==> src/rtl/nav_cmd_pkg.sv <==
// Shared types and constants for the navigation command scheduler:
// opcodes, response codes and the scheduler state encoding.
package nav_cmd_pkg;

    localparam int CMD_W = 16;

    typedef enum logic [2:0] {
        CAL   = 3'b000,
        HDNG  = 3'b001,
        MOVE  = 3'b010,
        FLUSH = 3'b111
    } opcode_e;

    localparam logic [7:0] RESP_DONE  = 8'hA5;
    localparam logic [7:0] RESP_ILL   = 8'hEE;
    localparam logic [7:0] RESP_TMO   = 8'hE0;
    localparam logic [7:0] RESP_FLUSH = 8'hC3;

    typedef enum logic [2:0] {
        IDLE,
        ISSUE,
        WAIT_NAV,
        WAIT_CAL,
        RESP
    } state_t;

endpackage

==> src/rtl/nav_cmd_fifo.sv <==
// DEPTH x CMD_W synchronous FIFO with wrap-bit pointers and a clear input.
// clr wins over a write but a read in the same cycle still returns the head.
module nav_cmd_fifo
    import nav_cmd_pkg::*;
#(
    parameter int DEPTH = 4
) (
    input  logic             clk,
    input  logic             rst_n,
    input  logic             clr,
    input  logic             wr_en,
    input  logic             rd_en,
    input  logic [CMD_W-1:0] wdata,
    output logic [CMD_W-1:0] rdata,
    output logic             full,
    output logic             empty
);

    localparam int AW = $clog2(DEPTH);
    localparam logic [AW:0] PTR_ONE = (AW + 1)'(1);

    logic [AW:0]      wr_ptr_q;
    logic [AW:0]      rd_ptr_q;
    logic [CMD_W-1:0] mem_q [DEPTH];
    logic             do_wr;
    logic             do_rd;

    // Same slot with differing wrap bits means the writer lapped the reader.
    assign full  = (wr_ptr_q[AW] != rd_ptr_q[AW]) &&
                   (wr_ptr_q[AW-1:0] == rd_ptr_q[AW-1:0]);
    assign empty = (wr_ptr_q == rd_ptr_q);
    assign do_wr = wr_en && !full && !clr;
    assign do_rd = rd_en && !empty;
    assign rdata = mem_q[rd_ptr_q[AW-1:0]];

    always_ff @(posedge clk or negedge rst_n) begin
        if (!rst_n) begin
            wr_ptr_q <= '0;
            rd_ptr_q <= '0;
        end else if (clr) begin
            wr_ptr_q <= '0;
            rd_ptr_q <= '0;
        end else begin
            if (do_wr) wr_ptr_q <= wr_ptr_q + PTR_ONE;
            if (do_rd) rd_ptr_q <= rd_ptr_q + PTR_ONE;
        end
    end

    // NOTE: storage is deliberately not reset; the pointers alone say which entries are valid.
    always_ff @(posedge clk) begin
        if (do_wr) mem_q[wr_ptr_q[AW-1:0]] <= wdata;
    end

endmodule

==> src/rtl/nav_cmd_sched.sv <==
// Buffers motion commands, issues them one at a time to navigate/calibration
// and returns a response code per command. Define NAV_CMD_TMO_EN for the watchdog.
module nav_cmd_sched
    import nav_cmd_pkg::*;
#(
    parameter int DEPTH = 4,
    parameter int TMO_W = 26
) (
    input  logic              clk,
    input  logic              rst_n,
    input  logic [CMD_W-1:0]  cmd,
    input  logic              cmd_vld,
    output logic              cmd_full,
    output logic              ovfl,
    output logic              busy,
    output logic              strt_cal,
    input  logic              cal_done,
    output logic              strt_hdng,
    output logic              strt_mv,
    output logic [11:0]       dsrd_hdng,
    output logic              stp_lft,
    output logic              stp_rght,
    input  logic              mv_cmplt,
    output logic              send_resp,
    output logic [7:0]        resp
);

    state_t           state_q;
    logic [2:0]       cur_op_q;
    logic             flush_pend_q;
    logic             ovfl_q;
    logic             strt_cal_q;
    logic             strt_hdng_q;
    logic             strt_mv_q;
    logic [11:0]      dsrd_hdng_q;
    logic             stp_lft_q;
    logic             stp_rght_q;
    logic             send_resp_q;
    logic [7:0]       resp_q;

    logic             flush_now;
    logic             wr_en;
    logic             rd_en;
    logic             drop;
    logic             fifo_full;
    logic             fifo_empty;
    logic [CMD_W-1:0] head;
    logic [2:0]       head_op;
    logic             rsvd_unused;
    logic             tmo_hit;

    assign flush_now   = cmd_vld && (cmd[15:13] == FLUSH);
    assign wr_en       = cmd_vld && !flush_now;
    assign drop        = wr_en && fifo_full;
    assign rd_en       = (state_q == IDLE) && !flush_pend_q && !fifo_empty;
    assign head_op     = head[15:13];
    assign rsvd_unused = head[12];

    nav_cmd_fifo #(.DEPTH(DEPTH)) u_fifo (
        .clk   (clk),
        .rst_n (rst_n),
        .clr   (flush_now),
        .wr_en (wr_en),
        .rd_en (rd_en),
        .wdata (cmd),
        .rdata (head),
        .full  (fifo_full),
        .empty (fifo_empty)
    );

`ifdef NAV_CMD_TMO_EN
    localparam logic [TMO_W-1:0] TMO_ONE = TMO_W'(1);

    logic [TMO_W-1:0] wdog_q;
    logic [TMO_W-1:0] wdog_inc;

    // Fires on the edge at which the counter would reach all-ones.
    assign wdog_inc = wdog_q + TMO_ONE;
    assign tmo_hit  = &wdog_inc;

    always_ff @(posedge clk or negedge rst_n) begin
        if (!rst_n) begin
            wdog_q <= '0;
        end else if (rd_en) begin
            wdog_q <= '0;
        end else if ((state_q == WAIT_NAV) || (state_q == WAIT_CAL)) begin
            wdog_q <= wdog_inc;
        end
    end
`else
    logic [TMO_W-1:0] wdog_unused;

    assign wdog_unused = '0;
    assign tmo_hit     = 1'b0;
`endif

    always_ff @(posedge clk or negedge rst_n) begin
        if (!rst_n) begin
            state_q      <= IDLE;
            cur_op_q     <= '0;
            flush_pend_q <= 1'b0;
            ovfl_q       <= 1'b0;
            strt_cal_q   <= 1'b0;
            strt_hdng_q  <= 1'b0;
            strt_mv_q    <= 1'b0;
            dsrd_hdng_q  <= '0;
            stp_lft_q    <= 1'b0;
            stp_rght_q   <= 1'b0;
            send_resp_q  <= 1'b0;
            resp_q       <= '0;
        end else begin
            // NOTE: non-blocking throughout, so every branch below sees pre-edge values and later writes override defaults.
            strt_cal_q  <= 1'b0;
            strt_hdng_q <= 1'b0;
            strt_mv_q   <= 1'b0;
            send_resp_q <= 1'b0;

            if (flush_now) begin
                ovfl_q       <= 1'b0;
                flush_pend_q <= 1'b1;
            end else if (drop) begin
                ovfl_q <= 1'b1;
            end

            case (state_q)
                IDLE: begin
                    if (flush_pend_q) begin
                        send_resp_q  <= 1'b1;
                        resp_q       <= RESP_FLUSH;
                        flush_pend_q <= flush_now;
                    end else if (!fifo_empty) begin
                        // Strobes are launched at the pop so they coincide with ISSUE.
                        state_q  <= ISSUE;
                        cur_op_q <= head_op;
                        case (head_op)
                            CAL:  strt_cal_q <= 1'b1;
                            HDNG: begin
                                strt_hdng_q <= 1'b1;
                                dsrd_hdng_q <= head[11:0];
                            end
                            MOVE: begin
                                strt_mv_q  <= 1'b1;
                                stp_lft_q  <= head[1];
                                stp_rght_q <= head[0];
                            end
                            default: ;
                        endcase
                    end else if (flush_now) begin
                        send_resp_q  <= 1'b1;
                        resp_q       <= RESP_FLUSH;
                        flush_pend_q <= 1'b0;
                    end
                end
                ISSUE: begin
                    case (cur_op_q)
                        CAL:        state_q <= WAIT_CAL;
                        HDNG, MOVE: state_q <= WAIT_NAV;
                        default: begin
                            resp_q      <= RESP_ILL;
                            send_resp_q <= 1'b1;
                            state_q     <= RESP;
                        end
                    endcase
                end
                WAIT_NAV, WAIT_CAL: begin
                    if (((state_q == WAIT_NAV) && mv_cmplt) ||
                        ((state_q == WAIT_CAL) && cal_done)) begin
                        resp_q      <= RESP_DONE;
                        stp_lft_q   <= 1'b0;
                        stp_rght_q  <= 1'b0;
                        send_resp_q <= 1'b1;
                        state_q     <= RESP;
                    end else if (tmo_hit) begin
                        resp_q      <= RESP_TMO;
                        stp_lft_q   <= 1'b0;
                        stp_rght_q  <= 1'b0;
                        send_resp_q <= 1'b1;
                        state_q     <= RESP;
                    end
                end
                RESP:    state_q <= IDLE;
                default: state_q <= IDLE;
            endcase
        end
    end

    assign cmd_full  = fifo_full;
    assign ovfl      = ovfl_q;
    assign busy      = (state_q != IDLE);
    assign strt_cal  = strt_cal_q;
    assign strt_hdng = strt_hdng_q;
    assign strt_mv   = strt_mv_q;
    assign dsrd_hdng = dsrd_hdng_q;
    assign stp_lft   = stp_lft_q;
    assign stp_rght  = stp_rght_q;
    assign send_resp = send_resp_q;
    assign resp      = resp_q;

endmodule

==> config.mk <==
export PLATFORM = sky130hd
export DESIGN_NAME = nav_cmd_sched
export DESIGN_NICKNAME = d
export VERILOG_FILES = /design/src/rtl/nav_cmd_pkg.sv /design/src/rtl/nav_cmd_fifo.sv /design/src/rtl/nav_cmd_sched.sv
export SDC_FILE = /design/constraint.sdc
export NUM_CORES = 1
export LEC_CHECK = 0
export ABC_CLOCK_PERIOD_IN_PS = 3800
export BUFFER_PORTS_ARGS = -buffer_cell sky130_fd_sc_hd__buf_4
export CAP_MARGIN = 40
export CORE_MARGIN = 5
export CORE_UTILIZATION = 45
export DETAILED_ROUTE_END_ITERATION = 12
export SLEW_MARGIN = 20
export SYNTH_ARGS = -nofsm -noshare
export SYNTH_HDL_FRONTEND = slang
export SYNTH_SLANG_ARGS = --single-unit
==> constraint.sdc <==
create_clock -name clk -period 3.8 [get_ports clk]
set_input_delay 0.19 -clock clk [delete_from_list [all_inputs] [get_ports clk]]
set_output_delay 0.19 -clock clk [all_outputs]
set_load 0.005 [all_outputs]
==> key figures <==
Timing
  – Fin. Hold Viols: 0
  – Max-slew violation count: 0
  – Fin crit share: 0.6203
  – Normalized max-slew margin: 0.4685
  – Clock Skew: ~14 ps
  – Post-route setup TNS: 0 ps
  – Measured slew at the worst slew-check pin: between 700 and 800 ps
  – RSZ-0062 raised after global routing: false
  – Tmin final: ~2400 ps
  – Setup-failing EPs final: 0
  – Max frequency: 424.2 MHz

Power and ir drop
  – PD cells: a little under 800 nW/µm²
  – Leak: 1.816 nW
  – Design Power: between 3 and 4 mW
  – Worst vdd ir: 272.5 µV

Floorplan
  – Die X: 103.7 µm
  – Initial cell density of the core: 0.4573
  – Die height: slightly above 100 µm
  – Die Area: between 10000 and 15000 µm²
  – Row count: 34
  – Core area: around 8600 µm²
  – I/O pins: 50

Hold path
  – Worst min-delay path class: input pin to flip-flop
  – Hold Path Stages: 1

Synthesis
  – XOR/XNOR share of the synthesized area: 0.01743
  – Synth Net Count: between 200 and 300
  – Compound-Gate Fraction of Synth Area: 0.05387
  – Sequential area share after synthesis: 0.6907
  – Synth Area in Adders: 0.01584
  – Primary FF master, synth: edfxtp_1
  – Mapped cell area: between 3000 and 4000 µm²
  – Largest cells by area after synthesis: edfxtp_1 46%, dfrtp_1 23%, mux4_2 8.6%
  – Async set-or-reset flop fraction in the synthesized netlist: 0.3814
  – Post-Syn Instances: roughly 230
  – Share of the synthesized area in the top cell type: 0.4563
  – YS warnings: 0
  – Cell taking the most area after synthesis: edfxtp_1
  – Post-synth EDFFs: 60
  – Mux contribution to synthesized area: 0.1420
  – Yosys cell types: 47
  – Post-Synth Simple-Gate Area: 0.05323
  – Synthesized area per cell: about 18 µm²
  – #FFs+latches synth: a little under 100
  – Largest family of logic cells by synthesized area: multiplexers

Detailed routing
  – Vias: between 2000 and 2500
  – WL met1: 3.058 mm
  – Metal2 WL: 3.277 mm
  – Final Routed Wirelength: just under 7 mm
  – Max layer used: met4
  – DR iter-0 viols: 96
  – First-pass iteration count of the detailed router: 5
  – Vias per cell: around 5.3
  – Post-route DRC violation count: 0
  – WL per Instance: ~17 µm
  – Met3 WL: 277 µm
  – Antenna Nets Post-Route: 0

Global route
  – Pin count of the biggest net entering global routing: 38
  – Initial antenna violation count: 0
  – Overflow after GRT: 0
  – First-pass GRT wire length: about 11 mm
  – GR Util All Layers: 0.1320
  – Vias in the first global route: about 2200

Clock network
  – Total CTS buffers: 9
  – CTS Sinks: 97
  – Clk_lat worst skew: approximately 360 ps
  – Clock transition at path regs: ~100 ps
  – CTS resizes: 0
  – Root buffer cell: clkbuf_8
  – CTS tree: done
  – Setup Buffers After CTS: 0
  – CTS max path bufs: 2
  – Hold buffers post-CTS: 1
  – H-tree Lvls: 3

Final layout
  – NumNets Final: a little over 300
  – Layout cells sized above 1: 0.3592
  – Fin util: 0.5339
  – Area of the multi-input gates: approximately 1100 µm²
  – N_diodes: 0
  – Most frequent cells in the layout: 60 x edfxtp_1, 51 x buf_4, 37 x dfrtp_1, 15 x mux4_2
  – Commonest non-fill, non-tap cell in the layout: edfxtp_1
  – Reg area: roughly 2700 µm²
  – P&R area growth vs syn: 16.76%
  – Fillers: 710

Setup path
  – FF-to-FF path depth: 3
  – CP arrival: approximately 2300 ps
  – Critical path launch point type: flip-flop
  – CP Capture Type: flip-flop
  – WP data required: roughly 3800 ps
  – Critical path type: flip-flop to flip-flop
  – CP Max Fanout: 15

Placement
  – IO buf count: between 40 and 50
  – Post-DP HPWL: 4.411 mm
  – Gpl congestion: 0.7310

Flow run
  – Max capacitance violation total: 0

Outcome
  – Outcome: completed
## Yosys cell counts, drive strengths merged (2+ instances only)
cell / instances
inv: 10
edfxtp: 60
or3: 2
nand3: 2
and2: 5
a21o: 2
a21oi: 7
mux2: 15
mux2i: 2
a22o: 2
ha: 5
xor2: 3
xnor2: 4
nor2: 8
a311o: 2
dfrtp: 37
buf: 8
a311oi: 2
nand2b: 2
nor4: 3
nand2: 4
o21ai: 7
nor3: 4
mux4: 15
## power by group
group / switching (mW) / internal [mW] / total, mW
Sequential: 0.167 / 1.43 / 1.60
Combinational: 0.641 / 0.699 / 1.34
Clock: 0.368 / 0.313 / 0.681
## kinds of logic after synthesis
family,count (synthesis)
DFF,97
and+or+nand+nor,35
muxes,32
AOI/OAI and AO/OA,29
buffers and inverters,19
xor gates and xnor gates,7
adders and majority gates,5
other,1
## registers in the layout, indices dropped and copies added (netlist names), named ones only
signal and flops:
cur_op_q 3, dsrd_hdng 12, ovfl 1, resp 5, send_resp 1, state_q 3
stp_lft 1, stp_rght 1, strt_cal 1, strt_hdng 1, strt_mv 1, u_fifo.mem_q 60
u_fifo.rd_ptr_q 3, u_fifo.wr_ptr_q 3
## critical path, stage by stage, from the launching register on
cell,delay (ps)
dfrtp_1,470
xnor2_1,260
a311oi_1,530
and2_1,730
## final cells by class
cell class / count / area share
clock buffers: 10 / 0.02768
multi-input cells: 109 / 0.2426
inverters: 10 / 0.008141
well taps: 108 / 0.02931
clock inverters: 6 / 0.01547
repair buffers: 52 / 0.08521
flip-flops and latches: 97 / 0.5916
## metal layers
| metal | GRT usage | vias up |
|---|---|---|
| met5 | 0 | - |
| met4 | 0.05550 | 0 |
| met3 | 0.03109 | 11 |
| met2 | 0.2104 | 39 |
| met1 | 0.1740 | 1052 |
| li1 | - | 974 |
## per-stage QoR
stage          hold slack (ps)  cells  area (µm²)  setup WS [ps]
3_5_place_dp             197.8    375        4402           1382
4_1_cts                  12.02    392        4611           1384
3_3_place_gp             191.5    375        4402           1453
5_1_grt                  1.612    392        4611           1244
2_1_floorplan           -105.6    225        3949           1628
6_report                 23.76    392        4611           1443
## final timing paths
check | from | to | slack, ps
min in group asynchronous | rst_n | dsrd_hdng[4] | 330
hold reg to reg | resp[7] | resp[7] | 490
max in group asynchronous | rst_n | stp_lft | 3110
setup / recovery | u_fifo.wr_ptr_q[1] | u_fifo.mem_q[0][9] | 1440
hold / removal | cmd[8] | u_fifo.mem_q[2][8] | 20
setup reg to reg | u_fifo.wr_ptr_q[1] | u_fifo.mem_q[0][9] | 1440
(Power assumes the default switching activity.)
